File: src/rtl/inst_queue_dec.sv
// Code-byte prefetch queue and instruction length decoder feeding the control stage.
// Optional feature: define IQ_STARVE_CNT_EN to add the oStarveCnt starvation counter port.
module inst_queue_dec #(
    parameter int QDEPTH   = 16,
    parameter int PEND_MAX = 15
) (
    input  logic        iClk,
    input  logic        iRst,
    input  logic        iNew,
    input  logic        iJumped,
    input  logic        iCodeValid,
    input  logic        iCodeOdd,
    input  logic [15:0] iCodeData,
    output logic        oCodeRdy,
    output logic [7:0]  oInfoOp,
    input  logic        iInfoModRM,
    input  logic [1:0]  iInfoImm,
    input  logic [8:0]  iInfoUCAdr,
    input  logic        iInfoPLine,
    output logic        oAck,
    output logic [7:0]  oOP0,
    output logic [7:0]  oOP1,
    output logic [15:0] oImm,
    output logic [15:0] oOffset,
    output logic [2:0]  oUsed,
    output logic [8:0]  oUCAdr,
    output logic        oPipeLine
`ifdef IQ_STARVE_CNT_EN
    ,
    output logic [15:0] oStarveCnt
`endif
);

    localparam int AW = $clog2(QDEPTH);
    localparam int CW = AW + 1;
    localparam int PW = $clog2(PEND_MAX + 1);

    typedef enum logic {ST_RUN, ST_FLUSH} state_e;

    typedef struct packed {
        logic [7:0]  op0;
        logic [7:0]  op1;
        logic [15:0] imm;
        logic [15:0] offset;
        logic [2:0]  used;
        logic [8:0]  ucadr;
        logic        pline;
    } rec_t;

    state_e         state_q, state_d;
    logic [AW-1:0]  head_q, head_d, tail_q, tail_d;
    logic [CW-1:0]  count_q, count_d;
    logic [PW-1:0]  pend_q, pend_d;
    logic           ack_q, ack_d;
    rec_t           rec_q, rec_d;
    logic [7:0]     mem_q [QDEPTH];

    logic [7:0]     qb [8];
    logic           run, clear, emit, push, have_inst;
    logic [1:0]     mode;
    logic [2:0]     d_len, i_len, len, imm_idx;
    logic [CW-1:0]  push_n, pop_n;
    logic           wr0_en, wr1_en;
    logic [AW-1:0]  wr0_addr, wr1_addr;
    logic [7:0]     wr0_data, wr1_data;

    // Window onto the first bytes of the queue, relative to head.
    always_comb begin
        for (int i = 0; i < 8; i++) begin
            qb[i] = mem_q[AW'(head_q + AW'(i))];
        end
    end

    assign oInfoOp  = qb[0];
    assign run      = (state_q == ST_RUN);
    assign oCodeRdy = run && (count_q <= CW'(QDEPTH - 2));

    always_comb begin
        // NOTE: every combinational output gets a default first so no path can infer a latch.
        mode      = qb[1][7:6];
        d_len     = 3'd0;
        if (iInfoModRM) begin
            unique case (mode)
                2'b00:   d_len = (qb[1][2:0] == 3'b110) ? 3'd2 : 3'd0;
                2'b01:   d_len = 3'd1;
                2'b10:   d_len = 3'd2;
                default: d_len = 3'd0;
            endcase
        end
        i_len     = (iInfoImm == 2'd3) ? 3'd2 : {1'b0, iInfoImm};
        len       = 3'd1 + {2'b00, iInfoModRM} + d_len + i_len;
        imm_idx   = 3'd1 + {2'b00, iInfoModRM} + d_len;
        have_inst = (count_q != '0) && (!iInfoModRM || count_q >= CW'(2))
                    && (count_q >= CW'(len));

        clear = iJumped || !run;
        emit  = run && !iJumped && (pend_q != '0 || iNew) && have_inst;
        push  = iCodeValid && oCodeRdy && !iJumped;

        push_n = push ? (iCodeOdd ? CW'(1) : CW'(2)) : '0;
        pop_n  = emit ? CW'(len) : '0;

        wr0_en   = push;
        wr1_en   = push && !iCodeOdd;
        wr0_addr = tail_q;
        wr1_addr = AW'(tail_q + AW'(1));
        wr0_data = iCodeOdd ? iCodeData[15:8] : iCodeData[7:0];
        wr1_data = iCodeData[15:8];

        head_d  = AW'(head_q + AW'(pop_n));
        tail_d  = AW'(tail_q + AW'(push_n));
        count_d = count_q + push_n - pop_n;

        pend_d = pend_q;
        if (iNew && !emit && pend_q != PW'(PEND_MAX)) begin
            pend_d = pend_q + PW'(1);
        end else if (!iNew && emit) begin
            pend_d = pend_q - PW'(1);
        end

        if (clear) begin
            head_d  = '0;
            tail_d  = '0;
            count_d = '0;
            pend_d  = '0;
        end

        state_d = state_q;
        if (run && iJumped) begin
            state_d = ST_FLUSH;
        end else if (!run && !iJumped) begin
            state_d = ST_RUN;
        end

        ack_d = emit;
        rec_d = rec_q;
        if (emit) begin
            rec_d.op0   = qb[0];
            rec_d.op1   = iInfoModRM ? qb[1] : 8'h00;
            rec_d.used  = len;
            rec_d.ucadr = iInfoUCAdr;
            rec_d.pline = iInfoPLine;
            unique case (d_len)
                3'd1:    rec_d.offset = {{8{qb[2][7]}}, qb[2]};
                3'd2:    rec_d.offset = {qb[3], qb[2]};
                default: rec_d.offset = 16'h0000;
            endcase
            unique case (i_len)
                3'd1:    rec_d.imm = {8'h00, qb[imm_idx]};
                3'd2:    rec_d.imm = {qb[imm_idx + 3'd1], qb[imm_idx]};
                default: rec_d.imm = 16'h0000;
            endcase
        end
    end

    always_ff @(posedge iClk) begin
        if (iRst) begin
            state_q <= ST_RUN;
            head_q  <= '0;
            tail_q  <= '0;
            count_q <= '0;
            pend_q  <= '0;
            ack_q   <= 1'b0;
            rec_q   <= '0;
        end else begin
            state_q <= state_d;
            head_q  <= head_d;
            tail_q  <= tail_d;
            count_q <= count_d;
            pend_q  <= pend_d;
            ack_q   <= ack_d;
            rec_q   <= rec_d;
        end
    end

    // NOTE: the byte store is deliberately not reset; count/head/tail alone define what is valid.
    always_ff @(posedge iClk) begin
        if (wr0_en) mem_q[wr0_addr] <= wr0_data;
        if (wr1_en) mem_q[wr1_addr] <= wr1_data;
    end

    assign oAck      = ack_q;
    assign oOP0      = rec_q.op0;
    assign oOP1      = rec_q.op1;
    assign oImm      = rec_q.imm;
    assign oOffset   = rec_q.offset;
    assign oUsed     = rec_q.used;
    assign oUCAdr    = rec_q.ucadr;
    assign oPipeLine = rec_q.pline;

`ifdef IQ_STARVE_CNT_EN
    logic [15:0] starve_q, starve_d;

    always_comb begin
        starve_d = starve_q;
        if (run && pend_q != '0 && !have_inst && starve_q != 16'hFFFF) begin
            starve_d = starve_q + 16'd1;
        end
    end

    always_ff @(posedge iClk) begin
        if (iRst) starve_q <= '0;
        else      starve_q <= starve_d;
    end

    assign oStarveCnt = starve_q;
`endif

endmodule
File: config.mk
export PLATFORM = sky130hd
export DESIGN_NAME = inst_queue_dec
export DESIGN_NICKNAME = d
export VERILOG_FILES = /design/src/rtl/inst_queue_dec.sv
export SDC_FILE = /design/constraint.sdc
export NUM_CORES = 1
export LEC_CHECK = 0
export CAP_MARGIN = 20
export CELL_PAD_IN_SITES_DETAIL_PLACEMENT = 0
export CELL_PAD_IN_SITES_GLOBAL_PLACEMENT = 1
export CORE_UTILIZATION = 44
export CTS_CLUSTER_DIAMETER = 200
export DETAILED_ROUTE_END_ITERATION = 7
export GPL_ROUTABILITY_DRIVEN = 0
export MAX_ROUTING_LAYER = met4
export PLACE_DENSITY_LB_ADDON = 0.1
export SKIP_LAST_GASP = 1
export SYNTH_ARGS = -nofsm -noshare
export SYNTH_HDL_FRONTEND = slang
export SYNTH_SLANG_ARGS = --single-unit
File: constraint.sdc
create_clock -name iClk -period 7.1 [get_ports iClk]
set_input_delay 1.42 -clock iClk [delete_from_list [all_inputs] [get_ports iClk]]
set_output_delay 1.42 -clock iClk [all_outputs]
set_load 0.03 [all_outputs]
==> results of run 1 <==
[final timing paths]
kind	from	endpoint	cells after the start
max	head_q[0]	count_q[3]	23
min	oOP1[4]	oOP1[4]	2
max reg2reg	head_q[0]	count_q[3]	23
min reg2reg	oOP1[4]	oOP1[4]	2
[power by group through the flow]
stage,sequential (W),clock [W],combinational (W)
floorplan,0.00136,0,0.000307
global placement,0.00135,0,0.000437
detailed placement,0.00135,0,0.000443
CTS,0.00132,0.00129,0.000445
global route,0.00133,0.00134,0.000488
finish,0.00133,0.00127,0.000446
[worst min-delay path: stages, from the launching register on]
cell	delay, ps
sky130_fd_sc_hd__dfxtp_1	300
sky130_fd_sc_hd__nand2_1	50
sky130_fd_sc_hd__a21oi_1	50
[state kept, by name, summed over array words and instances, names as in the netlist]
signal and count:
state_q 1, head_q 4, oImm 16, oPipeLine 1, oUCAdr 9, oOP1 8
oUsed 3, oOffset 16, mem_q 128, count_q 5, oOP0 8, oAck 1
pend_q 4, tail_q 4
[cell type report]
cell class / instances / area (µm²) / share of cell area, %
multi-input cells: 934 / 8930 / 51.9
flip-flops and latches: 208 / 5450 / 31.7
repair buffers: 135 / 1290 / 7.53
clock buffers: 26 / 587 / 3.41
well taps: 448 / 561 / 3.26
clock inverters: 16 / 208 / 1.21
inverters: 45 / 169 / 0.982
[cells by family after synthesis]
family,Yosys count,synth area share (%)
AOI/OAI and AO/OA,225,8.93
xor gates and xnor gates,20,1.41
adders and majority gates,38,3.46
and+or+nand+nor,344,9.95
buffers and inverters,150,4.59
muxes,307,35.5
DFF,208,36.2
[what timing repair did]
item                       CTS  global route
buffers inserted             0             0
gates resized for setup      0             1
setup endpoints to repair    0             1
[routing by layer]
| layer | GRT usage (%) | part of all wire [%] | up-vias | wire (µm) |
|---|---|---|---|---|
| li1 | - | - | 5065 | - |
| met4 | 5.33 | 1.8 | 0 | 754 |
| met2 | 36.8 | 45 | 441 | 18700 |
| met1 | 35.4 | 45 | 5364 | 18800 |
| met5 | - | 0 | - | 0 |
| met3 | 4.33 | 7.9 | 54 | 3300 |
[cells in the final DEF (no fill, tap or decap), types with 7 or more instances in the layout]
cell,n
sky130_fd_sc_hd__inv_1,41
sky130_fd_sc_hd__a211oi_1,9
sky130_fd_sc_hd__ha_1,31
sky130_fd_sc_hd__a21oi_1,140
sky130_fd_sc_hd__nor2b_1,7
sky130_fd_sc_hd__nand3_1,20
sky130_fd_sc_hd__mux4_1,19
sky130_fd_sc_hd__nand2_1,126
sky130_fd_sc_hd__clkbuf_16,23
sky130_fd_sc_hd__xnor2_1,11
sky130_fd_sc_hd__o21ai_0,15
sky130_fd_sc_hd__mux2i_1,46
sky130_fd_sc_hd__a22o_1,13
sky130_fd_sc_hd__buf_4,27
sky130_fd_sc_hd__mux2_2,94
sky130_fd_sc_hd__mux4_2,146
sky130_fd_sc_hd__clkdlybuf4s50_1,104
sky130_fd_sc_hd__dfxtp_1,78
sky130_fd_sc_hd__o211ai_1,13
sky130_fd_sc_hd__edfxtp_1,128
sky130_fd_sc_hd__and2_1,9
sky130_fd_sc_hd__nor3_1,23
sky130_fd_sc_hd__nand2b_1,12
sky130_fd_sc_hd__nor2_1,122
[metrics by stage]
step	instance area (µm²)	hold WS, ps
floorplan	15100	460
global placement	16400	438
detailed placement	16400	442
CTS	17200	453
global route	17200	469
finish	17200	449
==> tab_implementation.tex, run 1 <==
\begin{tabular}{lr}
\hline
Metric & Value \\
\hline
\multicolumn{2}{l}{\textbf{Timing}} \\
RSZ-0062 raised after global routing & no \\
Final setup skew & 11.6 ps \\
Total negative slack for setup checks & 0 ps \\
Final hold vios & 0 \\
Pins Over Slew Limit & 0 \\
Upper clock frequency limit & between 150 and 200 MHz \\
Slew of the pin with the lowest slew margin & 1180 ps \\
Final Setup Violations & 0 \\
Part of the cycle the worst path needs & 92.6\% \\
Max transition margin & 21.6\% \\
Final Worst Setup Slack & approximately 520 ps \\
Clock period minus final worst setup slack & 6580 ps \\
\multicolumn{2}{l}{\textbf{Routing}} \\
Total Routed Length & between 40 and 50 mm \\
Count of routing violations after the opening detailed-route iteration & 1,004 \\
\# DRC & 0 \\
Number of vias after detailed routing & 10,900 \\
Avg WL per Cell & around 23 µm \\
Antenna-violating nets left & 0 \\
Detail-routed via count per cell & 6.03 \\
Pre-antenna DRT Iters & 5 \\
\multicolumn{2}{l}{\textbf{Setup path}} \\
Cells along the critical path & inv\_1, ha\_2, mux4\_1, mux4\_2, a31oi\_4, inv\_1, a21boi\_2, inv\_1, fa\_1, ha\_1, nor2b\_1, o21a\_1, o21ai\_0, a22oi\_1, o21ai\_4, nor2\_1, fa\_1, inv\_1, ha\_1, a21o\_1, a21oi\_1, xor2\_1, nor2\_1 \\
Critical path's slowest cell & sky130\_fd\_sc\_hd\_\_mux4\_1 \\
Top cell family by delay on the critical path & adder cells \\
Total buffers and inverters traversed by the critical path & 4 \\
Sort of element at the end of the critical path & flip-flop \\
Arrival time of data at the critical path endpoint & 6980 ps \\
Register-to-Register Setup Slack & 520 ps \\
Worst path most repeated cell & sky130\_fd\_sc\_hd\_\_inv\_1 \\
Biggest fanout along the worst timing path & 20 \\
WP data required & between 7000 and 8000 ps \\
CP Class & reg -> reg \\
Startpoint class of the critical path & flip-flop \\
Highest cell delay on the worst timing path & 660 ps \\
\multicolumn{2}{l}{\textbf{Synthesis}} \\
Proportion of netlist area held by the largest area contributor & 25.5\% \\
Ys Warns & 0 \\
Count of cell types in the netlist & 64 \\
Post-synthesis cell type with the largest combined area & sky130\_fd\_sc\_hd\_\_edfxtp\_1 \\
Leading post-synthesis cells by instance count & sky130\_fd\_sc\_hd\_\_mux4\_2, sky130\_fd\_sc\_hd\_\_a21oi\_1, sky130\_fd\_sc\_hd\_\_edfxtp\_1 \\
Synth Flop Type & sky130\_fd\_sc\_hd\_\_edfxtp\_1 \\
Sequential area share after synthesis & 36.2\% \\
EDFF count, synth & 128 \\
Synthesized instance count & 1,292 \\
Average cell area after synthesis & 11.6 µm² \\
Dominant cells by area after synthesis & sky130\_fd\_sc\_hd\_\_edfxtp\_1, sky130\_fd\_sc\_hd\_\_mux4\_2, sky130\_fd\_sc\_hd\_\_dfxtp\_1 \\
Leading cell type by number of instances after synthesis & sky130\_fd\_sc\_hd\_\_mux4\_2 \\
Netlist area before placement & 0.0150 mm² \\
Total of flip-flops plus latches after synthesis & about 210 \\
Number of nets in the synthesized netlist & approximately 1,400 \\
Share of async-settable or async-resettable flops after synthesis & 0\% \\
\multicolumn{2}{l}{\textbf{Global routing}} \\
Number of global-route vias before repair & 10,300 \\
GRT Overall Usage & roughly 25\% \\
First-pass GRT wire length & 64.9 mm \\
Leftover overflow at the end of global routing & 0 \\
Antenna violations before repair & 0 \\
Maximum number of pins on one net before global-route repair & 71 \\
\multicolumn{2}{l}{\textbf{Finish}} \\
Number of non-filler instances in the completed layout & 1,812 \\
Fraction of layout instances using a drive strength above 1 & 24.3\% \\
Filler cells & 2,960 \\
Number of nets in the finished design & 1,420 \\
Final Core Density & between 50\% and 60\% \\
Area added between synthesis and finish & 14.3\% \\
Diode count & 0 \\
\multicolumn{2}{l}{\textbf{Clock network}} \\
Clock transition at path regs & roughly 60 ps \\
Skew-Pair Late Insertion Delay & 530 ps \\
H-tree levels & 1 \\
Root Buffer Master & sky130\_fd\_sc\_hd\_\_clkbuf\_16 \\
Clock buffer depth & 3 \\
Sinks on Clock Net & 208 \\
CTS tree & built \\
Hold buffers post-CTS & 0 \\
CTS buffer count & 23 \\
\multicolumn{2}{l}{\textbf{Worst hold path}} \\
Type of the worst min-delay path & reg -> reg \\
\multicolumn{2}{l}{\textbf{Power and ir drop}} \\
Leakage component of the power & 5.63 nW \\
Internal power & 0.00225 W \\
Sequential cell fraction of total power & around 44\% \\
Final Power & 0.00304 W \\
Power density over the cells & 177 mW/mm² \\
Peak supply drop & 0.144 mV \\
Logic pwr share & roughly 15\% \\
Clk network pwr share & 41.7\% \\
Switching component of the power & about 0.00079 W \\
Switching share of power & 25.9\% \\
\multicolumn{2}{l}{\textbf{Status}} \\
Result of the run & completed \\
\multicolumn{2}{l}{\textbf{Placement}} \\
Worst slack at placement & 365 ps \\
Port Buffers & roughly 110 \\
Instance count after placement with tap cells included & approximately 1,800 \\
HPWL after DPL & about 32 mm \\
\multicolumn{2}{l}{\textbf{Die}} \\
Chip Width & approximately 190 µm \\
Number of cell rows & 67 \\
Die area & 0.0349 mm² \\
Number of ports placed on the die boundary & between 100 and 150 \\
Effective utilization at floorplan & 44.8\% \\
Area of the core & around 0.034 mm² \\
Die span in y & 187 µm \\
\multicolumn{2}{l}{\textbf{Flow run}} \\
Maximum capacitance violations & 0 \\
\hline
\end{tabular}
No activity file was read; power rests on OpenSTA's default activity.
==> run 2: changes to the inputs <==
CTS_CLUSTER_DIAMETER = 50   (was 200)
==> tab_implementation.tex, run 2 (synthesis gave the netlist of run 1 again) <==
\begin{tabular}{lr}
\hline
Metric & Value \\
\hline
\multicolumn{2}{l}{\textbf{Timing}} \\
RSZ-0062 raised after global routing & no (unchanged) \\
Upper clock frequency limit & 153 MHz (was 152 MHz) \\
Clock period minus final worst setup slack & 6550 ps (was 6580 ps) \\
Final hold vios & 0 (unchanged) \\
Pins Over Slew Limit & 0 (unchanged) \\
Part of the cycle the worst path needs & 92.2\% (was 92.6\%) \\
Total negative slack for setup checks & 0 ps (unchanged) \\
Final Setup Violations & 0 (unchanged) \\
Final setup skew & 25.5 ps (was 11.6 ps) \\
Max transition margin & 24.3\% (was 21.6\%) \\
Slew of the pin with the lowest slew margin & 1130 ps (was 1180 ps) \\
\multicolumn{2}{l}{\textbf{Global routing}} \\
First-pass GRT wire length & 64.8 mm (was 64.9 mm) \\
Number of global-route vias before repair & 10,400 (was 10,300) \\
Maximum number of pins on one net before global-route repair & 71 (unchanged) \\
Leftover overflow at the end of global routing & 0 (unchanged) \\
Antenna violations before repair & 0 (unchanged) \\
GRT Overall Usage & 24.7\% (about the same) \\
\multicolumn{2}{l}{\textbf{Finish}} \\
Diode count & 0 (unchanged) \\
Flip-flop count of the largest register, all copies and words added & 128 (unchanged) \\
Post-route design area & 0.0172 mm² (about the same) \\
Commonest non-fill, non-tap cells in the layout & sky130\_fd\_sc\_hd\_\_mux4\_2, sky130\_fd\_sc\_hd\_\_a21oi\_1, sky130\_fd\_sc\_hd\_\_edfxtp\_1, sky130\_fd\_sc\_hd\_\_nand2\_1, sky130\_fd\_sc\_hd\_\_nor2\_1 (unchanged) \\
Commonest non-fill, non-tap cell in the layout & sky130\_fd\_sc\_hd\_\_mux4\_2 (unchanged) \\
Number of nets in the finished design & 1,423 (was 1,420) \\
Area added between synthesis and finish & 14.6\% (was 14.3\%) \\
Fraction of layout instances using a drive strength above 1 & 24.5\% (was 24.3\%) \\
Top reg by flops & mem\_q (unchanged) \\
\multicolumn{2}{l}{\textbf{Clock network}} \\
Skew-Pair Late Insertion Delay & 550 ps (was 530 ps) \\
Hold buffers post-CTS & 0 (unchanged) \\
CTS buffer count & 26 (was 23) \\
Clock buffer depth & 3 (unchanged) \\
Clock transition at path regs & 60 ps (about the same) \\
H-tree levels & 1 (unchanged) \\
Sinks on Clock Net & 208 (unchanged) \\
CTS tree & built (unchanged) \\
Root Buffer Master & sky130\_fd\_sc\_hd\_\_clkbuf\_16 (unchanged) \\
\multicolumn{2}{l}{\textbf{Placement}} \\
Port Buffers & 105 (unchanged) \\
Instance area after placement & 0.0164 mm² (unchanged) \\
HPWL after DPL & 32.0 mm (unchanged) \\
\multicolumn{2}{l}{\textbf{Power and ir drop}} \\
Peak supply drop & 0.147 mV (was 0.144 mV) \\
Power density over the cells & 177 mW/mm² (about the same) \\
Leakage component of the power & 5.67 nW (was 5.63 nW) \\
\multicolumn{2}{l}{\textbf{Routing}} \\
Count of routing violations after the opening detailed-route iteration & 926 (was 1,004) \\
Detail-routed via count per cell & 6.05 (was 6.03) \\
Antenna-violating nets left & 0 (unchanged) \\
Number of vias after detailed routing & 11,000 (was 10,900) \\
Total Routed Length & 41.6 mm (about the same) \\
Pre-antenna DRT Iters & 7 (was 5) \\
Avg WL per Cell & 22.9 µm (was 23.0 µm) \\
\# DRC & 0 (unchanged) \\
\multicolumn{2}{l}{\textbf{Setup path}} \\
Startpoint of the worst-slack reg-to-reg timing path & head\_q[0] (unchanged) \\
WP data required & 7520 ps (was 7500 ps) \\
CP Class & reg -> reg (unchanged) \\
Register-to-Register Setup Slack & 550 ps (was 520 ps) \\
Arrival time of data at the critical path endpoint & 6960 ps (was 6980 ps) \\
Sort of element at the end of the critical path & flip-flop (unchanged) \\
Start point of the critical path & head\_q[0] (unchanged) \\
Startpoint class of the critical path & flip-flop (unchanged) \\
Biggest fanout along the worst timing path & 20 (unchanged) \\
\multicolumn{2}{l}{\textbf{Die}} \\
Chip Width & 187 µm (unchanged) \\
Area of the core & 0.0336 mm² (unchanged) \\
Number of ports placed on the die boundary & 106 (unchanged) \\
Effective utilization at floorplan & 44.8\% (unchanged) \\
Number of cell rows & 67 (unchanged) \\
Die span in y & 187 µm (unchanged) \\
Die area & 0.0349 mm² (unchanged) \\
\multicolumn{2}{l}{\textbf{Flow run}} \\
Maximum capacitance violations & 0 (unchanged) \\
\multicolumn{2}{l}{\textbf{Worst hold path}} \\
Type of the worst min-delay path & reg -> reg (unchanged) \\
Hold path start & oOP1[4] (unchanged) \\
\multicolumn{2}{l}{\textbf{Status}} \\
Result of the run & completed (unchanged) \\
\hline
\end{tabular}
[run 2: cell types whose count changed in the layout (fill, tap and decap cells not counted), sizes merged]
cell,change
clkinv,+7
clkinvlp,-4
clkbuf,+6
inv,-1
bufinv,-4
[run 2: metrics by stage]
stage	power (W)	utilization, %	setup slack (ps)	hold slack [ps]	instances
CTS	0.00307	51.2	357	451	1814
global placement	0.00179	48.7	441	438	1768
detailed placement	0.00179	48.7	365	442	1768
global route	0.00317	51.3	54.8	465	1816
floorplan	0.00167	-	19.4	460	1292
finish	0.00304	51.3	553	449	1816
[run 2: repair_timing]
item / CTS / global route
setup buffers: 0 / 0
gates resized for setup: 0 / 1
setup endpoints to repair: 0 / 1
[run 2: final cells by class]
class                      instances  area (µm²)
multi-input combinational        934        8930
tap                              448         561
timing repair buffer             135        1290
clock inverter                    14        96.3
sequential                       208        5450
inverter                          45         169
clock buffer                      32         737
fill                            2974       16400
[run 2: metal layers]
| metal | vias to the layer above | track usage [%] | part of all wire, % | wire length [µm] |
|---|---|---|---|---|
| met5 | - | - | 0 | 0 |
| met4 | 0 | 5.80 | 1.9 | 803 |
| met3 | 58 | 4.28 | 8.1 | 3380 |
| met2 | 503 | 36.7 | 45 | 18600 |
| met1 | 5355 | 35.4 | 45 | 18800 |
| li1 | 5077 | - | - | - |
[run 2: power breakdown]
| part | total, W | leakage, nW | switching, W | internal [W] |
|---|---|---|---|---|
| registers | 0.00133 | 1.80 | 0.0000179 | 0.00131 |
| logic | 0.000446 | 3.46 | 0.000249 | 0.000197 |
| clock network | 0.00127 | 0.409 | 0.000530 | 0.000742 |
[run 2: worst paths after layout]
| kind | to | cells past startpoint |
|---|---|---|
| worst min-delay path | oOP1[4] | 2 |
| worst max register to register | count_q[3] | 23 |
| worst min register to register | oOP1[4] | 2 |
| worst max-delay path | count_q[3] | 23 |
[run 2: worst max-delay path, stage by stage (launching register included)]
cell,delay (ps)
sky130_fd_sc_hd__dfxtp_4,520
sky130_fd_sc_hd__inv_1,80
sky130_fd_sc_hd__ha_2,620
sky130_fd_sc_hd__mux4_1,650
sky130_fd_sc_hd__mux4_2,580
sky130_fd_sc_hd__a31oi_4,290
sky130_fd_sc_hd__inv_1,80
sky130_fd_sc_hd__a21boi_2,160
sky130_fd_sc_hd__inv_1,70
sky130_fd_sc_hd__fa_1,480
sky130_fd_sc_hd__ha_1,300
sky130_fd_sc_hd__nor2b_1,130
sky130_fd_sc_hd__o21a_1,110
sky130_fd_sc_hd__o21ai_0,80
sky130_fd_sc_hd__a22oi_1,350
sky130_fd_sc_hd__o21ai_4,90
sky130_fd_sc_hd__nor2_1,400
sky130_fd_sc_hd__fa_1,530
sky130_fd_sc_hd__inv_1,80
sky130_fd_sc_hd__ha_1,220
sky130_fd_sc_hd__a21o_1,180
sky130_fd_sc_hd__a21oi_1,180
sky130_fd_sc_hd__xor2_1,160
sky130_fd_sc_hd__nor2_1,50
==> run 3: changes to the inputs <==
CORE_ASPECT_RATIO = 2   (was unset)
==> tab_implementation.tex, run 3 (synthesis gave the netlist of run 1 again) <==
\begin{tabular}{lr}
\hline
Metric & Value \\
\hline
\multicolumn{2}{l}{\textbf{Global routing}} \\
Number of global-route vias before repair & 11,200 (was 10,400) \\
Maximum number of pins on one net before global-route repair & 86 (was 71) \\
First-pass GRT wire length & 67.9 mm (was 64.8 mm) \\
Leftover overflow at the end of global routing & 0 (unchanged) \\
Antenna violations before repair & 0 (unchanged) \\
GRT Overall Usage & 26.5\% (was 24.7\%) \\
\multicolumn{2}{l}{\textbf{Timing}} \\
Max transition margin & 18.7\% (was 24.3\%) \\
Pins Over Slew Limit & 0 (unchanged) \\
Clock period minus final worst setup slack & 6600 ps (was 6550 ps) \\
Part of the cycle the worst path needs & 92.9\% (was 92.2\%) \\
Final setup skew & 16.4 ps (was 25.5 ps) \\
RSZ-0062 raised after global routing & no (unchanged) \\
Final Setup Violations & 0 (unchanged) \\
Final hold vios & 0 (unchanged) \\
Upper clock frequency limit & 152 MHz (was 153 MHz) \\
Slew of the pin with the lowest slew margin & 1220 ps (was 1130 ps) \\
Total negative slack for setup checks & 0 ps (unchanged) \\
\multicolumn{2}{l}{\textbf{Routing}} \\
Detail-routed via count per cell & 6.13 (was 6.05) \\
Pre-antenna DRT Iters & 6 (was 7) \\
Top routing layer used & met4 (unchanged) \\
Count of routing violations after the opening detailed-route iteration & 652 (was 926) \\
Wire length on met1 & 15.8 mm (was 18.8 mm) \\
Routed met2 length & 24.5 mm (was 18.6 mm) \\
\# DRC & 0 (unchanged) \\
Number of vias after detailed routing & 11,000 (about the same) \\
Antenna-violating nets left & 0 (unchanged) \\
Avg WL per Cell & 24.5 µm (was 22.9 µm) \\
Total Routed Length & 44.1 mm (was 41.6 mm) \\
Routed length on met3 & 1.56 mm (was 3.38 mm) \\
\multicolumn{2}{l}{\textbf{Finish}} \\
Area added between synthesis and finish & 13.6\% (was 14.6\%) \\
Diode count & 0 (unchanged) \\
Commonest non-fill, non-tap cell in the layout & sky130\_fd\_sc\_hd\_\_mux4\_2 (unchanged) \\
Commonest non-fill, non-tap cells in the layout & sky130\_fd\_sc\_hd\_\_mux4\_2, sky130\_fd\_sc\_hd\_\_a21oi\_1, sky130\_fd\_sc\_hd\_\_edfxtp\_1, sky130\_fd\_sc\_hd\_\_nand2\_1, sky130\_fd\_sc\_hd\_\_nor2\_1 (unchanged) \\
Flip-flop count of the largest register, all copies and words added & 128 (unchanged) \\
Number of nets in the finished design & 1,424 (was 1,423) \\
Top reg by flops & mem\_q (unchanged) \\
Post-route design area & 0.0171 mm² (was 0.0172 mm²) \\
Final Core Density & 50.8\% (was 51.3\%) \\
Fraction of layout instances using a drive strength above 1 & 24.2\% (was 24.5\%) \\
\multicolumn{2}{l}{\textbf{Setup path}} \\
Arrival time of data at the critical path endpoint & 6980 ps (was 6960 ps) \\
Highest cell delay on the worst timing path & 680 ps (was 650 ps) \\
Worst path most repeated cell & sky130\_fd\_sc\_hd\_\_inv\_1 (unchanged) \\
Critical path's slowest cell & sky130\_fd\_sc\_hd\_\_mux4\_1 (unchanged) \\
Biggest fanout along the worst timing path & 16 (was 20) \\
Startpoint class of the critical path & flip-flop (unchanged) \\
CP Class & reg -> reg (unchanged) \\
Cells along the critical path & clkinv\_1, ha\_2, mux4\_1, mux4\_2, a31oi\_4, inv\_1, a21boi\_2, inv\_1, fa\_1, ha\_1, nor2b\_1, o21a\_1, o21ai\_0, a22oi\_1, o21ai\_4, nor2\_1, fa\_1, inv\_1, ha\_1, a21o\_1, a21oi\_1, xor2\_1, nor2\_1 (was inv\_1, ha\_2, mux4\_1, mux4\_2, a31oi\_4, inv\_1, a21boi\_2, inv\_1, fa\_1, ha\_1, nor2b\_1, o21a\_1, o21ai\_0, a22oi\_1, o21ai\_4, nor2\_1, fa\_1, inv\_1, ha\_1, a21o\_1, a21oi\_1, xor2\_1, nor2\_1) \\
WP data required & 7490 ps (was 7520 ps) \\
Sort of element at the end of the critical path & flip-flop (unchanged) \\
\multicolumn{2}{l}{\textbf{Placement}} \\
HPWL after DPL & 34.8 mm (was 32.0 mm) \\
Instance area after placement & 0.0164 mm² (about the same) \\
Port Buffers & 105 (unchanged) \\
\multicolumn{2}{l}{\textbf{Flow run}} \\
Maximum capacitance violations & 0 (unchanged) \\
\multicolumn{2}{l}{\textbf{Status}} \\
Result of the run & completed (unchanged) \\
\multicolumn{2}{l}{\textbf{Clock network}} \\
H-tree levels & 1 (unchanged) \\
Skew-Pair Late Insertion Delay & 510 ps (was 550 ps) \\
Hold buffers post-CTS & 0 (unchanged) \\
Post-CTS setup-driven buffer insertion count & 0 (unchanged) \\
Root Buffer Master & sky130\_fd\_sc\_hd\_\_clkbuf\_16 (unchanged) \\
Resize count post-CTS & 0 (unchanged) \\
Clock transition at path regs & 70 ps (was 60 ps) \\
CTS buffer count & 21 (was 26) \\
Clock buffer depth & 3 (unchanged) \\
CTS tree & built (unchanged) \\
Sinks on Clock Net & 208 (unchanged) \\
\multicolumn{2}{l}{\textbf{Power and ir drop}} \\
Peak supply drop & 0.140 mV (was 0.147 mV) \\
Power density over the cells & 166 mW/mm² (was 177 mW/mm²) \\
Leakage component of the power & 5.63 nW (was 5.67 nW) \\
\multicolumn{2}{l}{\textbf{Die}} \\
Chip Width & 133 µm (was 187 µm) \\
Die area & 0.0350 mm² (was 0.0349 mm²) \\
Effective utilization at floorplan & 44.7\% (was 44.8\%) \\
Number of ports placed on the die boundary & 106 (unchanged) \\
Number of cell rows & 95 (was 67) \\
Area of the core & 0.0336 mm² (about the same) \\
Die span in y & 264 µm (was 187 µm) \\
\multicolumn{2}{l}{\textbf{Worst hold path}} \\
Type of the worst min-delay path & reg -> reg (unchanged) \\
\hline
\end{tabular}
-- run 3: cell types whose count changed in the layout (fill, tap and decap cells not counted), sizes merged --
cell	before	now
buf	30	37
clkinv	11	5
clkbuf	33	28
inv	46	48
clkinvlp	2	1
-- run 3: metal layers --
metal  GRT usage (%)  vias up
li1                -     5062
met1            28.0     5499
met2            48.9      356
met3            2.39      130
met4            13.0        0
met5               -        -
-- run 3: final timing paths --
path / from / to / slack [ps] / cells after the start
min: oOP1[1] / oOP1[1] / 450 / 2
max: head_q[1] / count_q[3] / 500 / 23
min reg2reg: oOP1[1] / oOP1[1] / 450 / 2
max reg2reg: head_q[1] / count_q[3] / 500 / 23
-- run 3: power breakdown --
| group | switching [W] | leakage [nW] | internal [W] |
|---|---|---|---|
| Combinational | 0.000257 | 3.50 | 0.000200 |
| Clock | 0.000480 | 0.330 | 0.000580 |
| Sequential | 0.0000171 | 1.80 | 0.00131 |
| Total | 0.000754 | 5.63 | 0.00209 |
-- run 3: area by class of cell --
| cell class | count | area (µm²) |
|---|---|---|
| clock inverters | 9 | 63.8 |
| inverters | 45 | 169 |
| well taps | 436 | 546 |
| multi-input cells | 934 | 8950 |
| clock buffers | 28 | 582 |
| flip-flops and latches | 208 | 5450 |
| fillers | 2978 | 16600 |
| repair buffers | 141 | 1330 |
-- run 3: critical path, delay by kind of cell, from the launching register on --
kind	cells	cell delay (ps)
muxes	2	1270
AOI/OAI and AO/OA	8	1520
adders and majority gates	5	2140
and+or+nand+nor	3	540
xor gates and xnor gates	1	160
DFF	1	470
buffers and inverters	4	380
-- run 3: per-stage QoR --
stage	setup slack, ps	total power, W	hold slack, ps	instances
floorplan	19.4	0.00167	460	1292
global route	161	0.00295	473	1801
global placement	716	0.00180	441	1761
finish	503	0.00284	450	1801
CTS	498	0.00287	454	1799
detailed placement	528	0.00181	446	1762
